===== src/rtl/pipe_pkg.sv =====
// rtl/pipe_pkg.sv - shared widths, state encoding and MEM/WB bubble values for the memory stage
package pipe_pkg;
   localparam int WORD_W = 32;
   localparam int RN_W   = 5;

   typedef enum logic {
      IDLE = 1'b0,
      BUSY = 1'b1
   } mem_state_t;

   localparam logic              BUBBLE_WREG  = 1'b0;
   localparam logic              BUBBLE_M2REG = 1'b0;
   localparam logic [WORD_W-1:0] BUBBLE_MO    = '0;
   localparam logic [WORD_W-1:0] BUBBLE_ALU   = '0;
   localparam logic [RN_W-1:0]   BUBBLE_RN    = '0;
endpackage


===== src/rtl/dff1.sv =====
// rtl/dff1.sv - 1-bit register with asynchronous active-low clear
module dff1 (
   input  logic clock,
   input  logic resetn,
   input  logic d,
   output logic q
);
   always_ff @(posedge clock or negedge resetn) begin
      if (!resetn) q <= 1'b0;
      else         q <= d;
   end
endmodule


===== src/rtl/dff32.sv =====
// rtl/dff32.sv - 32-bit register with asynchronous active-low clear
module dff32 (
   input  logic        clock,
   input  logic        resetn,
   input  logic [31:0] d,
   output logic [31:0] q
);
   always_ff @(posedge clock or negedge resetn) begin
      if (!resetn) q <= 32'd0;
      else         q <= d;
   end
endmodule


===== src/rtl/dff5.sv =====
// rtl/dff5.sv - 5-bit register with asynchronous active-low clear
module dff5 (
   input  logic       clock,
   input  logic       resetn,
   input  logic [4:0] d,
   output logic [4:0] q
);
   always_ff @(posedge clock or negedge resetn) begin
      if (!resetn) q <= 5'd0;
      else         q <= d;
   end
endmodule


===== src/rtl/pipe_mwreg.sv =====
// rtl/pipe_mwreg.sv - MEM/WB pipeline register; i_bubble loads the bubble values instead of the inputs
module pipe_mwreg
   import pipe_pkg::*;
(
   input  logic              clock,
   input  logic              resetn,
   input  logic              i_bubble,
   input  logic              i_wreg,
   input  logic              i_m2reg,
   input  logic [WORD_W-1:0] i_mo,
   input  logic [WORD_W-1:0] i_alu,
   input  logic [RN_W-1:0]   i_rn,
   output logic              o_wwreg,
   output logic              o_wm2reg,
   output logic [WORD_W-1:0] o_wmo,
   output logic [WORD_W-1:0] o_walu,
   output logic [RN_W-1:0]   o_wrn
);
   logic              w_wreg;
   logic              w_m2reg;
   logic [WORD_W-1:0] w_mo;
   logic [WORD_W-1:0] w_alu;
   logic [RN_W-1:0]   w_rn;

   assign w_wreg  = i_bubble ? BUBBLE_WREG  : i_wreg;
   assign w_m2reg = i_bubble ? BUBBLE_M2REG : i_m2reg;
   assign w_mo    = i_bubble ? BUBBLE_MO    : i_mo;
   assign w_alu   = i_bubble ? BUBBLE_ALU   : i_alu;
   assign w_rn    = i_bubble ? BUBBLE_RN    : i_rn;

   dff1  u_wreg  (.clock(clock), .resetn(resetn), .d(w_wreg),  .q(o_wwreg));
   dff1  u_m2reg (.clock(clock), .resetn(resetn), .d(w_m2reg), .q(o_wm2reg));
   dff32 u_mo    (.clock(clock), .resetn(resetn), .d(w_mo),    .q(o_wmo));
   dff32 u_alu   (.clock(clock), .resetn(resetn), .d(w_alu),   .q(o_walu));
   dff5  u_rn    (.clock(clock), .resetn(resetn), .d(w_rn),    .q(o_wrn));
endmodule


===== src/rtl/pipe_mem_stage.sv =====
// rtl/pipe_mem_stage.sv - M stage: data-memory req/ack access, pipeline stall, MEM/WB load,
// misalignment and timeout detection
module pipe_mem_stage
   import pipe_pkg::*;
#(
   parameter int MAX_WAIT    = 15,
   parameter bit ALIGN_CHECK = 1'b1
) (
   input  logic              clock,
   input  logic              resetn,
   input  logic              mwreg,
   input  logic              mm2reg,
   input  logic              mwmem,
   input  logic [WORD_W-1:0] malu,
   input  logic [WORD_W-1:0] mb,
   input  logic [RN_W-1:0]   mrn,
   output logic              dmem_req,
   output logic              dmem_we,
   output logic [WORD_W-1:0] dmem_addr,
   output logic [WORD_W-1:0] dmem_wdata,
   input  logic [WORD_W-1:0] dmem_rdata,
   input  logic              dmem_ack,
   output logic              mem_stall,
   output logic              wwreg,
   output logic              wm2reg,
   output logic [WORD_W-1:0] wmo,
   output logic [WORD_W-1:0] walu,
   output logic [RN_W-1:0]   wrn,
   output logic              mem_err
);
   localparam logic [7:0] LP_MAX_WAIT = 8'(MAX_WAIT);

   mem_state_t        r_state;
   mem_state_t        w_state_nxt;
   logic [7:0]        r_cnt;
   logic              r_req;
   logic              r_we;
   logic [WORD_W-1:0] r_addr;
   logic [WORD_W-1:0] r_wdata;
   logic              r_err;

   logic              w_acc;
   logic              w_mis;
   logic              w_timeout;
   logic              w_stall;
   logic              w_bubble;
   logic              w_m2reg_d;
   logic [WORD_W-1:0] w_mo_d;

   assign w_acc     = mm2reg | mwmem;
   assign w_mis     = ALIGN_CHECK & w_acc & (malu[1:0] != 2'b00);
   assign w_timeout = (r_cnt == LP_MAX_WAIT);

   always_comb begin
      w_state_nxt = r_state;
      w_stall     = 1'b0;
      w_bubble    = 1'b1;
      w_m2reg_d   = mm2reg & ~mwmem;
      w_mo_d      = '0;
      case (r_state)
         IDLE: begin
            if (!w_acc) begin
               w_bubble = 1'b0;
            end else if (!w_mis) begin
               w_stall     = 1'b1;
               w_state_nxt = BUSY;
            end
         end
         BUSY: begin
            if (dmem_ack) begin
               w_bubble    = 1'b0;
               w_mo_d      = mwmem ? '0 : dmem_rdata;
               w_state_nxt = IDLE;
            end else if (w_timeout) begin
               w_state_nxt = IDLE;
            end else begin
               w_stall = 1'b1;
            end
         end
         default: w_state_nxt = IDLE;
      endcase
   end

   // Address/data/we are captured only on IDLE->BUSY and held through the access.
   always_ff @(posedge clock or negedge resetn) begin
      if (!resetn) begin
         r_state <= IDLE;
         r_cnt   <= 8'd0;
         r_req   <= 1'b0;
         r_we    <= 1'b0;
         r_addr  <= '0;
         r_wdata <= '0;
         r_err   <= 1'b0;
      end else begin
         r_state <= w_state_nxt;
         case (r_state)
            IDLE: begin
               if (w_acc && w_mis) begin
                  r_err <= 1'b1;
               end else if (w_acc) begin
                  r_addr  <= malu;
                  r_wdata <= mb;
                  r_we    <= mwmem;
                  r_req   <= 1'b1;
                  r_cnt   <= 8'd0;
               end
            end
            BUSY: begin
               if (dmem_ack) begin
                  r_req <= 1'b0;
               end else if (w_timeout) begin
                  r_req <= 1'b0;
                  r_err <= 1'b1;
               end else begin
                  r_cnt <= r_cnt + 8'd1;
               end
            end
            default: r_req <= 1'b0;
         endcase
      end
   end

   pipe_mwreg u_mwreg (
      .clock    (clock),
      .resetn   (resetn),
      .i_bubble (w_bubble),
      .i_wreg   (mwreg),
      .i_m2reg  (w_m2reg_d),
      .i_mo     (w_mo_d),
      .i_alu    (malu),
      .i_rn     (mrn),
      .o_wwreg  (wwreg),
      .o_wm2reg (wm2reg),
      .o_wmo    (wmo),
      .o_walu   (walu),
      .o_wrn    (wrn)
   );

   assign dmem_req   = r_req;
   assign dmem_we    = r_we;
   assign dmem_addr  = r_addr;
   assign dmem_wdata = r_wdata;
   assign mem_stall  = w_stall;
   assign mem_err    = r_err;
endmodule


===== config.mk =====
export PLATFORM = sky130hd
export DESIGN_NAME = pipe_mem_stage
export DESIGN_NICKNAME = d
export VERILOG_FILES = /design/src/rtl/pipe_pkg.sv /design/src/rtl/dff1.sv /design/src/rtl/dff32.sv /design/src/rtl/dff5.sv /design/src/rtl/pipe_mwreg.sv /design/src/rtl/pipe_mem_stage.sv
export SDC_FILE = /design/constraint.sdc
export NUM_CORES = 1
export LEC_CHECK = 0
export ABC_AREA = 1
export CAP_MARGIN = 20
export CORE_MARGIN = 3
export CORE_UTILIZATION = 42
export DETAILED_ROUTE_END_ITERATION = 6
export GPL_TIMING_DRIVEN = 0
export PLACE_DENSITY_LB_ADDON = 0.12
export SKIP_CTS_REPAIR_TIMING = 1
export SYNTH_ARGS = -nofsm -noshare
export SYNTH_HDL_FRONTEND = slang
export SYNTH_SLANG_ARGS = --single-unit

===== constraint.sdc =====
create_clock -name clock -period 1.7 [get_ports clock]
set_input_delay 0.255 -clock clock [delete_from_list [all_inputs] [get_ports clock]]
set_output_delay 0.255 -clock clock [all_outputs]
set_load 0.01 [all_outputs]

==> flow_summary.json <==
{
  "port_buffers": 245,
  "clock-sinks": 147,
  "die_h_um": 121,
  "avgSynthCellArea_sq_um": 10.1,
  "start_kind": "flop",
  "crit_required_ps": 1440,
  "synthDistinctLibCells": 21,
  "p_leak_nw": 4.50,
  "post-place-ws_ps": -526,
  "finish.utilization": 0.704,
  "synth-seq-cells": 147,
  "grt_overflow": 0,
  "start_util": 0.435,
  "yosysWarnings": 0,
  "wl_per_cell_um": 14.2,
  "relSlewSlack": 0.550,
  "fin_crit_sh": 1.11,
  "clock.fmax_ghz": 0.531,
  "vias_per_cell": 4.40,
  "hold_viol": 0,
  "drcViolationCount": 0,
  "worst_slew_pin_slew_ps": 675,
  "drtPass1Iterations": 4,
  "grtUsageTotal": 0.201,
  "power.internal_w": 0.00804,
  "drtIter0Drc": 201,
  "fp.dieW_um": 121,
  "p_seq_frac": 0.394,
  "clkTransAtPathRegs_ps": 60,
  "num_antenna_cells": 0,
  "areaGrowthSynthToFinish_pct": 61.9,
  "hold_slack_ps": 357,
  "place_congestion": 0.792,
  "p_switching_w": 0.00249,
  "worstPathArrival_ps": 1630,
  "finalSetupViolCount": 1,
  "maxCapViolCount": 0,
  "finClkSkew_ps": 5.33,
  "swShare": 0.236,
  "failed_checks": "setup timing",
  "syn_nets": 659,
  "row_count": 41,
  "status": "finished, violations left",
  "worstSetupPathType": "flop to output port",
  "rsz0062_at_grt": "yes",
  "power_frac_comb": 0.203,
  "cellPowerDensity_nw_per_um2": 1170,
  "cts_tree": "done",
  "p_clk_frac": 0.403,
  "final.setup.worst_slack_ps": -183,
  "grt_pass1_wl_um": 22700,
  "cts_inserted_buffers": 17,
  "antenna_found_initial": 0,
  "worstHoldPathType": "input pin to flop",
  "fp.coreArea_sq_um": 12800,
  "first_global_vias": 4496,
  "yosysSeqAreaShare": 0.662,
  "htreeDepth": 4,
  "drive_gt1_frac": 0.110,
  "final_nets": 929,
  "die_area_sq_um": 14600,
  "final-max-slew-violation-count": 0,
  "vdd_drop_max_mv": 0.687,
  "cts-root-buf": "clkbuf_16",
  "critPathMaxFanout": 3,
  "grt_max_degree": 76,
  "io_pins": 246,
  "dp_hpwl_um": 10800,
  "synth_cells": 551,
  "via_count": 4425,
  "clock_latency_ps": 410,
  "ant_nets": 0,
  "clk_path_buf_depth": 2,
  "syn_area_sq_um": 5560,
  "final_common_cell": "clkdlybuf4s50_1",
  "most-common-layout-cells": "clkdlybuf4s50_1 (243), dfrtp_1 (147), inv_1 (115), nand2_1 (95), nor2_1 (77)",
  "fin_crit_ps": 1880,
  "routed_wl_um": 14300,
  "critPathCaptureType": "output port"
}
-- stage by stage --
step                      std cells  TNS [ps]  area (sq um)  total power, W
after floorplan                 551         0          5560         0.00497
after global placement          968   -775980          8220         0.00629
after detailed placement        969      -526          8250         0.00635
after CTS                      1001      -699          8940          0.0106
after global routing           1006      -269          9000          0.0110
final                          1006      -183          9000          0.0105
-- worst max-delay path, stage by stage (launching register included) --
cell	delay [ps]
dfrtp_1	370
ha_2	190
nand2_2	80
nor2_4	150
nand3_2	90
nand2_2	130
nand2_4	70
buf_6	120
-- final timing paths --
| path | startpoint | to | slack [ps] | cells past startpoint |
|---|---|---|---|---|
| worst max-delay path | r_cnt[0] | mem_stall | -180 | 7 |
| worst min-delay path | dmem_rdata[17] | u_mwreg.u_mo.q[17] | 360 | 3 |
| worst max register to register | r_cnt[0] | r_cnt[7] | 290 | 9 |
| worst min register to register | mem_err | mem_err | 470 | 2 |
| max in group asynchronous | resetn | dmem_wdata[7] | 480 | 3 |
| min in group asynchronous | resetn | dmem_addr[15] | 430 | 2 |
-- routing by layer --
layer | global-route usage | vias up | routed length, um
li1 | - | 2180 | -
met1 | 0.227 | 2055 | 5360
met2 | 0.345 | 171 | 7420
met3 | 0.0746 | 19 | 1230
met4 | 0.0758 | 0 | 271
met5 | 0 | - | 0
-- state kept, by name, indices dropped and copies added, names as in the netlist --
register and cells:
u_mwreg.u_rn.q 5, r_state 1, u_mwreg.u_wreg.q 1, dmem_req 1, mem_err 1, dmem_we 1, dmem_wdata 32, dmem_addr 32
u_mwreg.u_alu.q 32, u_mwreg.u_mo.q 32, r_cnt 8, u_mwreg.u_m2reg.q 1
-- cell type report --
class	count	area (sq um)
fill	932	3770
sequential	147	3680
timing repair buffer	251	2520
multi-input combinational	264	1240
clock buffer	22	484
inverter	117	442
tap	172	215
buffer	23	214
clock inverter	10	200
-- power groups by stage --
| stage | logic (W) | registers, W | clock network, W |
|---|---|---|---|
| floorplan | 0.000568 | 0.00440 | 0 |
| global placement | 0.00209 | 0.00420 | 0 |
| detailed placement | 0.00214 | 0.00421 | 0 |
| CTS | 0.00215 | 0.00415 | 0.00433 |
| global route | 0.00231 | 0.00420 | 0.00449 |
| finish | 0.00213 | 0.00415 | 0.00424 |
-- kinds of logic after synthesis --
family | Yosys count | share of synthesized area
adder cells (fa/ha/maj) | 1 | 0.00225
buffers and inverters | 140 | 0.118
XOR/XNOR | 1 | 0.00158
AND/OR/NAND/NOR | 188 | 0.135
AO/OA/AOI/OAI | 74 | 0.0813
flip-flops | 147 | 0.662
-- cell usage after synthesis (all sizes together) --
library cell  count  area [sq um]
a21oi             1          5.00
buf              22           210
clkbuf            1          3.75
dfrtp           147          3680
ha                1          12.5
inv             117           442
nand2            98           368
nand3             9          57.6
nand4             1          6.26
nor2             80           318
o21ai            72           439
o21bai            1          7.51
xnor2             1          8.76
Power figures use the tool's default switching activity.
==> variant 1: new RTL, same flow settings <==
Register the output `mem_err` once more, without a reset; this adds one clock of latency there. The other outputs are not delayed to match.
--- a/src/rtl/pipe_mem_stage.sv
+++ b/src/rtl/pipe_mem_stage.sv
@@ -142,5 +142,7 @@
    assign dmem_wdata = r_wdata;
    assign mem_stall  = w_stall;
-   assign mem_err    = r_err;
+   always_ff @(posedge clock) begin
+      mem_err <= r_err;
+   end
 endmodule
 
Behaviour: not the same (Yosys sat finds a counterexample within 4 cycles, from zero or initial values and one cycle with resetn low).
==> variant 1 against the unedited design <==
The flow still finishes with violations (setup timing). Worst setup slack improved by 0.010 ns. Cell area is 0.33% higher. Via count is 1.7% higher. Sequential cell count rose by 1. Area after synthesis grew 0.36%. Total power grew 1.1%. Routed wire length grew 2.5%. Sequential share of layout area is 0.086 points higher. Critical endpoint unchanged. Highest routed layer unchanged.
==> variant 1: results (changes against the unedited design) <==
| Metric | Value |
|---|---|
| Vias in the first global route | `4,725 (was 4,496)` |
| GRT met2 Usage | `0.344 (was 0.345)` |
| Total power | `10.6 mW (was 10.5 mW)` |
| Sequential Power Share | `0.392 (was 0.394)` |
| Post-Synth Adder-Cell Area | `0.00224 (was 0.00225)` |
| Min-Delay Startpoint | `dmem_rdata[0] (was dmem_rdata[17])` |
| Fin nets | `930 (was 929)` |
| Outcome | `finished with violations (unchanged)` |
| FFs w/ async S/R, synth | `0.993 (was 1.00)` |
| Top cells by area, synth | `dfrtp_1 (66%), inv_1 (7.7%), nand2_1 (6.6%), nor2_1 (5.2%), o21ai_2 (3.3%) (was dfrtp_1 (66%), inv_1 (7.8%), nand2_1 (6.6%), nor2_1 (5.2%), o21ai_2 (3.3%))` |
| Non-Filler Instances | `1,007 (was 1,006)` |
| Max incr delay on CP | `0.39 ns (was 0.37 ns)` |
| Met1 track utilization from global routing | `0.237 (was 0.227)` |
| Worst setup margin | `-0.173 ns (was -0.183 ns)` |
| Setup violators final | `1 (unchanged)` |
| Sw Pwr | `2.53 mW (was 2.49 mW)` |
| Wire length on met1 | `5.73 mm (was 5.36 mm)` |
| Sequential share of the synthesized area | `0.663 (was 0.662)` |
| Synth Net Count | `660 (was 659)` |
| First-pass GRT wire length | `23.5 mm (was 22.7 mm)` |
| Path depth of the worst reg2reg path | `8 (was 9)` |
| Gpl congestion | `0.840 (was 0.792)` |
| Peak VDD IR | `0.000597 V (was 0.000687 V)` |
| Avg Inst Size Synth | `10.1 µm² (about the same)` |
| Leakage | `4.51 nW (was 4.50 nW)` |
| Failing checks | `setup timing (unchanged)` |
| Routed via count | `4,499 (was 4,425)` |
variant 1: cell types whose count changed in the layout (fill, tap and decap cells not counted):
| cell | change |
|---|---|
| clkbuf_8 | +1 |
| dfxtp_1 | +1 |
| clkinv_2 | -3 |
| clkinvlp_4 | +1 |
| clkbuf_1 | +1 |
variant 1: critical path, delay by kind of cell, from the launching register on:
kind / cells / cell delay [ns]
adders and majority gates: 1 / 0.21
buffers and inverters: 1 / 0.12
DFF: 1 / 0.39
and+or+nand+nor: 5 / 0.48
variant 1: cell type report:
type                       instances  area (µm²)  area share
inverter                         117         442      0.0489
clock buffer                      24         502      0.0556
sequential                       148        3700       0.410
multi-input combinational        264        1240       0.138
timing repair buffer             251        2520       0.279
clock inverter                     8         193      0.0213
buffer                            23         214      0.0237
tap                              172         215      0.0238
variant 1: through the flow:
stage | instance area (µm²) | setup TNS, ns
floorplan | 5580 | 0
global placement | 8240 | -782.86
detailed placement | 8270 | -0.491
CTS | 8970 | -0.721
global route | 9030 | -0.260
finish | 9030 | -0.173
==> variant 2: new RTL, same settings <==
Without the edit above. Set the parameter `ALIGN_CHECK` to 1'b0 (it was 1'b1).
--- a/src/rtl/pipe_mem_stage.sv
+++ b/src/rtl/pipe_mem_stage.sv
@@ -5,5 +5,5 @@
 #(
    parameter int MAX_WAIT    = 15,
-   parameter bit ALIGN_CHECK = 1'b1
+   parameter bit ALIGN_CHECK = 1'b0
 ) (
    input  logic              clock,
Formal check against the unedited RTL: not equivalent (a bounded check fails within 4 cycles, from zero or initial values and one cycle with resetn low).
==> variant 2 against the unedited design <==
Fmax down 4.8%. Worst setup slack worse by 0.094 ns. Sequential cell count unchanged. Cell area down 1.8%. The run still ends with setup timing left. Area after synthesis down 3.4%. Total power up 16%. Die area down 3.2%. Global-route usage up 2.5 points. Highest routed layer unchanged. Sequential share of layout area up 0.77 points. Largest cell class unchanged. First-iteration DRC count up 35%. Routed wire length up 8.3%. Non-clock buffer count up 12.
==> variant 2: results (changes against the unedited design) <==
| Metric | Value |
|---|---|
| Hold Path Sink | `u_mwreg.u_mo.q[30]$_DFF_PN0_ (was u_mwreg.u_mo.q[17]$_DFF_PN0_)` |
| Top cells by area, synth | `dfrtp_1 (68%), nand2_1 (11%), nor2_1 (5.9%), inv_1 (5.5%), o21ai_0 (3.2%) (was dfrtp_1 (66%), inv_1 (7.8%), nand2_1 (6.6%), nor2_1 (5.2%), o21ai_2 (3.3%))` |
| Failing checks | `setup timing (unchanged)` |
| Multi-input gate area in the final layout | `0.00128 mm² (was 0.00124 mm²)` |
| Fin nets | `945 (was 929)` |
| Post-DP HPWL | `11.2 mm (was 10.8 mm)` |
| Comb pwr share | `0.302 (was 0.203)` |
| Crit path max fanout | `6 (was 3)` |
| Outcome | `finished with violations (unchanged)` |
| Sequential share of the synthesized area | `0.685 (was 0.662)` |
| Crit-path leading delay family | `flip-flops (was simple AND/OR/NAND/NOR gates)` |
| Sequential Power Share | `0.384 (was 0.394)` |
| Worst hold margin | `0.353 ns (was 0.357 ns)` |
| First-pass GRT wire length | `24.6 mm (was 22.7 mm)` |
| Non-Filler Instances | `1,017 (was 1,006)` |
| Top cells by count, synth | `nand2_1 (161), dfrtp_1 (147), nor2_1 (85) (was dfrtp_1 (147), inv_1 (115), nand2_1 (98))` |
| Wire length on met1 | `5.41 mm (was 5.36 mm)` |
| R2R Setup Slk | `0.03 ns (was 0.29 ns)` |
| Number of DRC markers in iteration 0 | `272 (was 201)` |
| P_seq | `4.68 mW (was 4.15 mW)` |
| Setup violators final | `1 (unchanged)` |
| Met1 track utilization from global routing | `0.235 (was 0.227)` |
| Final setup TNS | `-0.277 ns (was -0.183 ns)` |
| Terminus of the critical flop-to-flop path | `r_cnt[3]$_DFFE_PN0P_ (was r_cnt[7]$_DFFE_PN0P_)` |
| Synth Instances | `553 (was 551)` |
| Routed via count | `4,616 (was 4,425)` |
| DP Worst Slack | `-0.425 ns (was -0.526 ns)` |
| Worst setup margin | `-0.277 ns (was -0.183 ns)` |
| Gpl congestion | `0.843 (was 0.792)` |
| Vias in the first global route | `4,837 (was 4,496)` |
| DP Cell Count | `967 (was 969)` |
| Post-place instance area | `0.00806 mm² (was 0.00825 mm²)` |
| Total GRT Usage | `0.225 (was 0.201)` |
| GR Util met3 | `0.106 (was 0.0746)` |
| Critical Path AT | `1.72 ns (was 1.63 ns)` |
| Min-Delay Startpoint | `dmem_rdata[30] (was dmem_rdata[17])` |
| Metal3 WL | `1.50 mm (was 1.23 mm)` |
| Switching Fraction | `0.285 (was 0.236)` |
| Leakage | `4.45 nW (was 4.50 nW)` |
| Peak VDD IR | `0.000767 V (was 0.000687 V)` |
| Slew margin rel. | `0.595 (was 0.550)` |
| Synth Net Count | `661 (was 659)` |
| Met2 routed WL | `8.15 mm (was 7.42 mm)` |
| GRT met2 Usage | `0.391 (was 0.345)` |
-- variant 2: cell types whose count changed in the layout (fill, tap and decap cells not counted), sizes merged, moves of 3 or more --
cell and delta:
o21ai -35, nand3 +4, buf +7, clkbuf +3, inv -36, nor2 +5
nand2 +65
-- variant 2: final cells by class --
class,count,share of cell area
Timing Repair Buffer,265,0.298
Clock buffer,20,0.0505
Clock inverter,11,0.0181
Tap cell,168,0.0238
Inverter,81,0.0344
Buffer,21,0.0143
Sequential cell,147,0.417
Multi-Input combinational cell,304,0.145
-- variant 2: cells by family (layout without fill, tap and decap cells) --
| family | after synthesis | after routing | share of synthesized area |
|---|---|---|---|
| compound gates | 40 | 40 | 0.0431 |
| flops | 147 | 147 | 0.685 |
| fa+ha+maj | 1 | 1 | 0.00233 |
| buf+inv | 102 | 398 | 0.0801 |
| simple gates | 263 | 263 | 0.189 |
